==> src/rtl/data_mem_responder_pkg.sv <==
// Shared constants, state encoding and address helper for the data memory responder.
package data_mem_responder_pkg;

    localparam int WORD_W            = 32;
    localparam int DEFAULT_DEPTH     = 64;
    localparam int DEFAULT_LATENCY   = 4;
    localparam int DEFAULT_BASE_ADDR = 1024;
    localparam int CNT_W             = 4;

    typedef enum logic [1:0] {
        ST_IDLE = 2'd0,
        ST_BUSY = 2'd1,
        ST_DONE = 2'd2
    } state_t;

    // Word index relative to the base byte address, in 32-bit unsigned arithmetic.
    function automatic logic [31:0] word_index(input logic [31:0] addr,
                                               input logic [31:0] base);
        logic [31:0] diff;
        diff = addr - base;
        return diff >> 2;
    endfunction

endpackage

==> src/rtl/data_mem_array.sv <==
// Word storage: DEPTH x WORD_W, cleared by reset, one synchronous write port
// and one combinational read port.
module data_mem_array
    import data_mem_responder_pkg::*;
#(
    parameter int DEPTH = DEFAULT_DEPTH,
    parameter int AW    = 6
) (
    input  logic              clk,
    input  logic              rst,
    input  logic              we,
    input  logic [AW-1:0]     waddr,
    input  logic [WORD_W-1:0] wdata,
    input  logic [AW-1:0]     raddr,
    output logic [WORD_W-1:0] rdata
);

    logic [WORD_W-1:0] mem_r [DEPTH];

    // Storage update: cleared on reset, otherwise written only when we is high.
    always_ff @(posedge clk or posedge rst) begin
        if (rst) begin
            for (int i = 0; i < DEPTH; i++) begin
                mem_r[i] <= {WORD_W{1'b0}};
            end
        end else if (we) begin
            mem_r[waddr] <= wdata;
        end
    end

    assign rdata = mem_r[raddr];

endmodule

==> src/rtl/data_mem_responder.sv <==
// Multi-cycle data memory responder for the MEM stage. The pipeline freezes
// while ready is low (freeze = ~ready at the CPU top level).
module data_mem_responder
    import data_mem_responder_pkg::*;
#(
    parameter int DEPTH     = DEFAULT_DEPTH,
    parameter int LATENCY   = DEFAULT_LATENCY,
    parameter int BASE_ADDR = DEFAULT_BASE_ADDR
) (
    input  logic              clk,
    input  logic              rst,
    input  logic              mem_read,
    input  logic              mem_write,
    input  logic [31:0]       address,
    input  logic [WORD_W-1:0] write_data,
    output logic [WORD_W-1:0] read_data,
    output logic              ready,
    output logic              error
);

    localparam int             AW      = (DEPTH > 1) ? $clog2(DEPTH) : 1;
    localparam logic [31:0]    BASE_W  = 32'(BASE_ADDR);
    localparam logic [31:0]    DEPTH_W = 32'(DEPTH);
    localparam logic [CNT_W-1:0] LAT_M1 = CNT_W'(LATENCY - 1);

    state_t             state_r;
    logic [CNT_W-1:0]   cnt_r;
    logic [WORD_W-1:0]  read_data_r;
    logic               error_r;
    logic               wr_pend_r;
    logic [AW-1:0]      wr_idx_r;
    logic [WORD_W-1:0]  wr_data_r;

    logic [31:0]        word_idx_s;
    logic               out_of_range_s;
    logic               req_s;
    logic               acc_err_s;
    logic               wr_ok_s;
    logic               rd_load_s;
    logic               finish_s;
    logic               we_s;
    logic               ready_s;
    logic [WORD_W-1:0]  arr_rdata_s;
    logic [WORD_W-1:0]  rd_value_s;

    // Address decode and request classification from the live (held) inputs.
    always_comb begin
        word_idx_s     = word_index(address, BASE_W);
        out_of_range_s = (address < BASE_W) || (word_idx_s >= DEPTH_W);
        req_s          = mem_read | mem_write;
        acc_err_s      = out_of_range_s | (mem_read & mem_write);
        wr_ok_s        = mem_write & ~out_of_range_s;
        rd_load_s      = mem_read & ~mem_write;
        rd_value_s     = out_of_range_s ? {WORD_W{1'b0}} : arr_rdata_s;
    end

    // Last ready-low cycle: the next edge enters DONE. With LATENCY=1 that is the
    // request cycle itself; otherwise it is the BUSY cycle where the counter hits zero.
    always_comb begin
        finish_s = 1'b0;
        case (state_r)
            ST_IDLE: finish_s = req_s && (LAT_M1 == {CNT_W{1'b0}});
            ST_BUSY: finish_s = req_s && (cnt_r <= {{(CNT_W-1){1'b0}}, 1'b1});
            ST_DONE: finish_s = 1'b0;
            default: finish_s = 1'b0;
        endcase
    end

    // Ready is combinational so an idle responder never stalls the pipeline.
    always_comb begin
        ready_s = 1'b1;
        case (state_r)
            ST_IDLE: ready_s = ~req_s;
            ST_BUSY: ready_s = 1'b0;
            ST_DONE: ready_s = 1'b1;
            default: ready_s = 1'b1;
        endcase
    end

    // Storage write happens on the edge that ends the DONE cycle.
    always_comb begin
        we_s = (state_r == ST_DONE) && wr_pend_r;
    end

    // FSM, latency counter, read_data register, error pulse and write capture.
    always_ff @(posedge clk or posedge rst) begin
        if (rst) begin
            state_r     <= ST_IDLE;
            cnt_r       <= {CNT_W{1'b0}};
            read_data_r <= {WORD_W{1'b0}};
            error_r     <= 1'b0;
            wr_pend_r   <= 1'b0;
            wr_idx_r    <= {AW{1'b0}};
            wr_data_r   <= {WORD_W{1'b0}};
        end else begin
            case (state_r)
                ST_IDLE: begin
                    if (req_s) begin
                        cnt_r   <= LAT_M1;
                        state_r <= (LAT_M1 == {CNT_W{1'b0}}) ? ST_DONE : ST_BUSY;
                    end else begin
                        cnt_r   <= {CNT_W{1'b0}};
                        state_r <= ST_IDLE;
                    end
                end
                ST_BUSY: begin
                    if (!req_s) begin
                        cnt_r   <= {CNT_W{1'b0}};
                        state_r <= ST_IDLE;
                    end else if (finish_s) begin
                        cnt_r   <= {CNT_W{1'b0}};
                        state_r <= ST_DONE;
                    end else begin
                        cnt_r   <= cnt_r - {{(CNT_W-1){1'b0}}, 1'b1};
                        state_r <= ST_BUSY;
                    end
                end
                ST_DONE: begin
                    cnt_r   <= {CNT_W{1'b0}};
                    state_r <= ST_IDLE;
                end
                default: begin
                    cnt_r   <= {CNT_W{1'b0}};
                    state_r <= ST_IDLE;
                end
            endcase

            if (finish_s) begin
                error_r   <= acc_err_s;
                wr_pend_r <= wr_ok_s;
                wr_idx_r  <= word_idx_s[AW-1:0];
                wr_data_r <= write_data;
                if (rd_load_s) begin
                    read_data_r <= rd_value_s;
                end
            end else begin
                error_r   <= 1'b0;
                wr_pend_r <= 1'b0;
            end
        end
    end

    data_mem_array #(
        .DEPTH (DEPTH),
        .AW    (AW)
    ) u_array (
        .clk   (clk),
        .rst   (rst),
        .we    (we_s),
        .waddr (wr_idx_r),
        .wdata (wr_data_r),
        .raddr (word_idx_s[AW-1:0]),
        .rdata (arr_rdata_s)
    );

    assign read_data = read_data_r;
    assign ready     = ready_s;
    assign error     = error_r;

endmodule

==> config.mk <==
export PLATFORM = sky130hd
export DESIGN_NAME = data_mem_responder
export DESIGN_NICKNAME = d
export VERILOG_FILES = /design/src/rtl/data_mem_responder_pkg.sv /design/src/rtl/data_mem_array.sv /design/src/rtl/data_mem_responder.sv
export SDC_FILE = /design/constraint.sdc
export NUM_CORES = 2
export LEC_CHECK = 0
export CORE_MARGIN = 4
export CORE_UTILIZATION = 25
export DETAILED_ROUTE_END_ITERATION = 16
export PLACE_DENSITY = 0.44
export REMOVE_ABC_BUFFERS = 1
export SETUP_SLACK_MARGIN = 0.2
export SYNTH_ARGS = -nofsm -noshare
export SYNTH_HDL_FRONTEND = slang
export SYNTH_SLANG_ARGS = --single-unit
==> constraint.sdc <==
create_clock -name clk -period 84.5 [get_ports clk]
set_input_delay 16.9 -clock clk [delete_from_list [all_inputs] [get_ports clk]]
set_output_delay 16.9 -clock clk [all_outputs]
set_load 0.02 [all_outputs]
==> impl_metrics.toml <==
[timing]
layout_setup_ws_ns = 49.23
setup_violations = 0
slew_viol_final = 0
hold_viol_final = 0
rsz0062_at_grt = "no"
tns_ns = 0
worst_clock_skew_ns = 0.0667
period_share = 0.417
worst_pin_slew_ns = 1.37
fin_crit_ns = 35.27
max_freq_ghz = 0.0284
slew_headroom = 0.0861

[clock_tree]
clk_pin_slew_ns = 0.06
post_cts_buffers = 0
clock_sinks = 2126
root_buffer = "clkbuf_16"
postCtsHoldBufs = 0
cts_resized = 0
cts_buffer_depth = 4
clk_latency_ns = 0.91
cts_buffers = 242
cts_tree = "built"
htreeDepth = 4

[placement]
dp_slack_ns = 49.22
place.gp.congestion = 0.747
io_buffers = 99
place_hpwl_um = 184000

[power_and_ir_drop]
ir_drop_mv = 0.0284
power_density_nw_per_um2 = 21.7
p_total_uw = 2410
p_leak_uw = 0.0525

[synth]
synth-async-reset-ratio = 1.00
synth_common_cells = "dfrtp_1 (2126), mux2_2 (2056), mux2i_1 (353)"
yosys.area.top_type = "dfrtp_1"
synth_top_area_frac = 0.548
ys_seq_area_frac = 0.548
ys_warn_count = 0
yosysMostFrequentCell = "dfrtp_1"
synth_flop_cell = "dfrtp_1"
ys_seq_elements = 2126
synth_area_per_cell_um2 = 15.0
syn-instance-count = 6484
synth.cell_area_um2 = 97000
synth_cell_types = 70
ys_top_cells_by_area = "dfrtp_1 (55%), mux2_2 (24%), mux4_2 (8.2%)"
synth_edf_count = 0

[worst_setup_path]
slowest_stage = "clkdlybuf4s50_1"
worst_ep_arrival_time_ns = 18.37
path_max_fanout = 5
cp-end-kind = "output port"
crit_chain = "clkdlybuf4s50_1 > nor3_1 > or2_2 > clkdlybuf4s50_1"
critPathKind = "primary input to output port"
crit_path_frequent_cell = "clkdlybuf4s50_1"
cpPeakStageDelay_ns = 0.56
crit_required_ns = 67.60
start_kind = "primary input"

[route]
vias = 57400
viasPerCell = 4.89
drt_wl_total_um = 330000
firstDrtPassIters = 5
wire_per_inst_um = 28.1
drc = 0
ant_nets = 0
drt_iter0_drc = 3512

[grt]
grt_max_degree = 175
antenna_found_initial = 23
overflow = 0
grt_pass1_vias = 61500
grt_usage = 0.163
grt_pass1_wl_um = 472000

[finish]
regArea_um2 = 53200
multiInputGateArea_um2 = 41000
nNetsFinal = 6451
syn_to_final_growth_pct = 14.5
fill_cells = 38800
drive_gt1_frac = 0.475

[job]
cap_violations = 0

[min_path]
hold_class = "flip-flop to flip-flop"

[floorplan]
num_io_pins = 102
die_w_um = 631
die-area_um2 = 398000
die_y_um = 631
rows = 228
start_util = 0.251
core_um2 = 386000

[run_status]
status = "finished clean"
-- worst max-delay path, delay by kind of cell --
kind	cells	cell delay, ns
buffers and inverters	2	1.12
AND/OR/NAND/NOR	2	0.36
-- placed cells by master (no fill, tap or decap), drive strengths merged, types with 5 or more instances in the layout --
cell / n
dfrtp: 2126
mux2: 2056
clkbuf: 386
mux4: 363
mux2i: 353
nand2: 216
buf: 209
a221oi: 112
nor2: 96
o21ai: 94
clkdlybuf4s50: 93
a21oi: 48
nor3: 46
a221o: 42
a211oi: 41
clkinv: 30
a22oi: 29
o31ai: 29
nand3: 20
nand2b: 15
o211ai: 15
nor4: 13
diode: 11
o22ai: 10
a31oi: 9
nor2b: 9
inv: 9
or2: 7
or3: 6
nand4: 6
o32ai: 6
o221ai: 6
and2: 6
nor3b: 6
a2111oi: 6
nand3b: 5
-- final cells by class --
cell class | instances | share of cell area
clock buffers | 385 | 0.0664
well taps | 5175 | 0.0583
diodes | 11 | 0.000248
clock inverters | 38 | 0.00276
inverters | 7 | 0.000394
repair buffers | 303 | 0.0233
multi-input cells | 3701 | 0.369
flip-flops and latches | 2126 | 0.479
-- logic make-up after synthesis --
family                     share of synthesized area
AOI/OAI and AO/OA                             0.0358
xor gates and xnor gates                    0.000361
DFF                                            0.548
adders and majority gates                   0.000258
buffers and inverters                         0.0340
and+or+nand+nor                               0.0216
muxes                                          0.360
-- sequential cells by signal, indices dropped and copies added (netlist names) --
signal and flops:
wr_idx_r 6, wr_pend_r 1, u_array.mem_r 2048, read_data 32, wr_data_r 32, error 1
state_r 2, cnt_r 4
-- power breakdown --
part	internal, µW	total [µW]	switching [µW]
Sequential	1030	1060	30.6
Combinational	55.2	321	266
Clock	602	1030	427
Total	1690	2410	724
-- per-layer routing --
metal / part of all wire / up-vias / track usage
met4: 0.027 / 4 / 0.0405
met2: 0.48 / 1177 / 0.272
li1: - / 23800 / -
met1: 0.45 / 32000 / 0.223
met3: 0.042 / 407 / 0.0238
met5: 0.000067 / - / 0
-- final timing paths --
path	endpoint	startpoint	slack, ns	depth (start not counted)
min in group asynchronous	u_array.mem_r[1854]	rst	16.60	2
worst max-delay path	ready	mem_read	49.23	4
worst min-delay path	read_data[24]	read_data[24]	0.48	2
max in group asynchronous	u_array.mem_r[412]	rst	62.99	7
worst min register to register	read_data[24]	read_data[24]	0.48	2
worst max register to register	read_data[1]	cnt_r[1]	80.85	9
-- metrics by stage --
| step | std cells | instance area [µm²] | hold slack [ns] | utilization |
|---|---|---|---|---|
| after global routing | 11700 | 111000 | 0.508 | 0.287 |
| after detailed placement | 11300 | 103000 | 0.470 | 0.268 |
| after CTS | 11700 | 111000 | 0.484 | 0.287 |
| after floorplan | 5834 | 93800 | 0.471 | - |
| after global placement | 11300 | 103000 | 0.467 | 0.268 |
| final | 11700 | 111000 | 0.479 | 0.288 |
No activity file was read; power rests on OpenSTA's default activity.
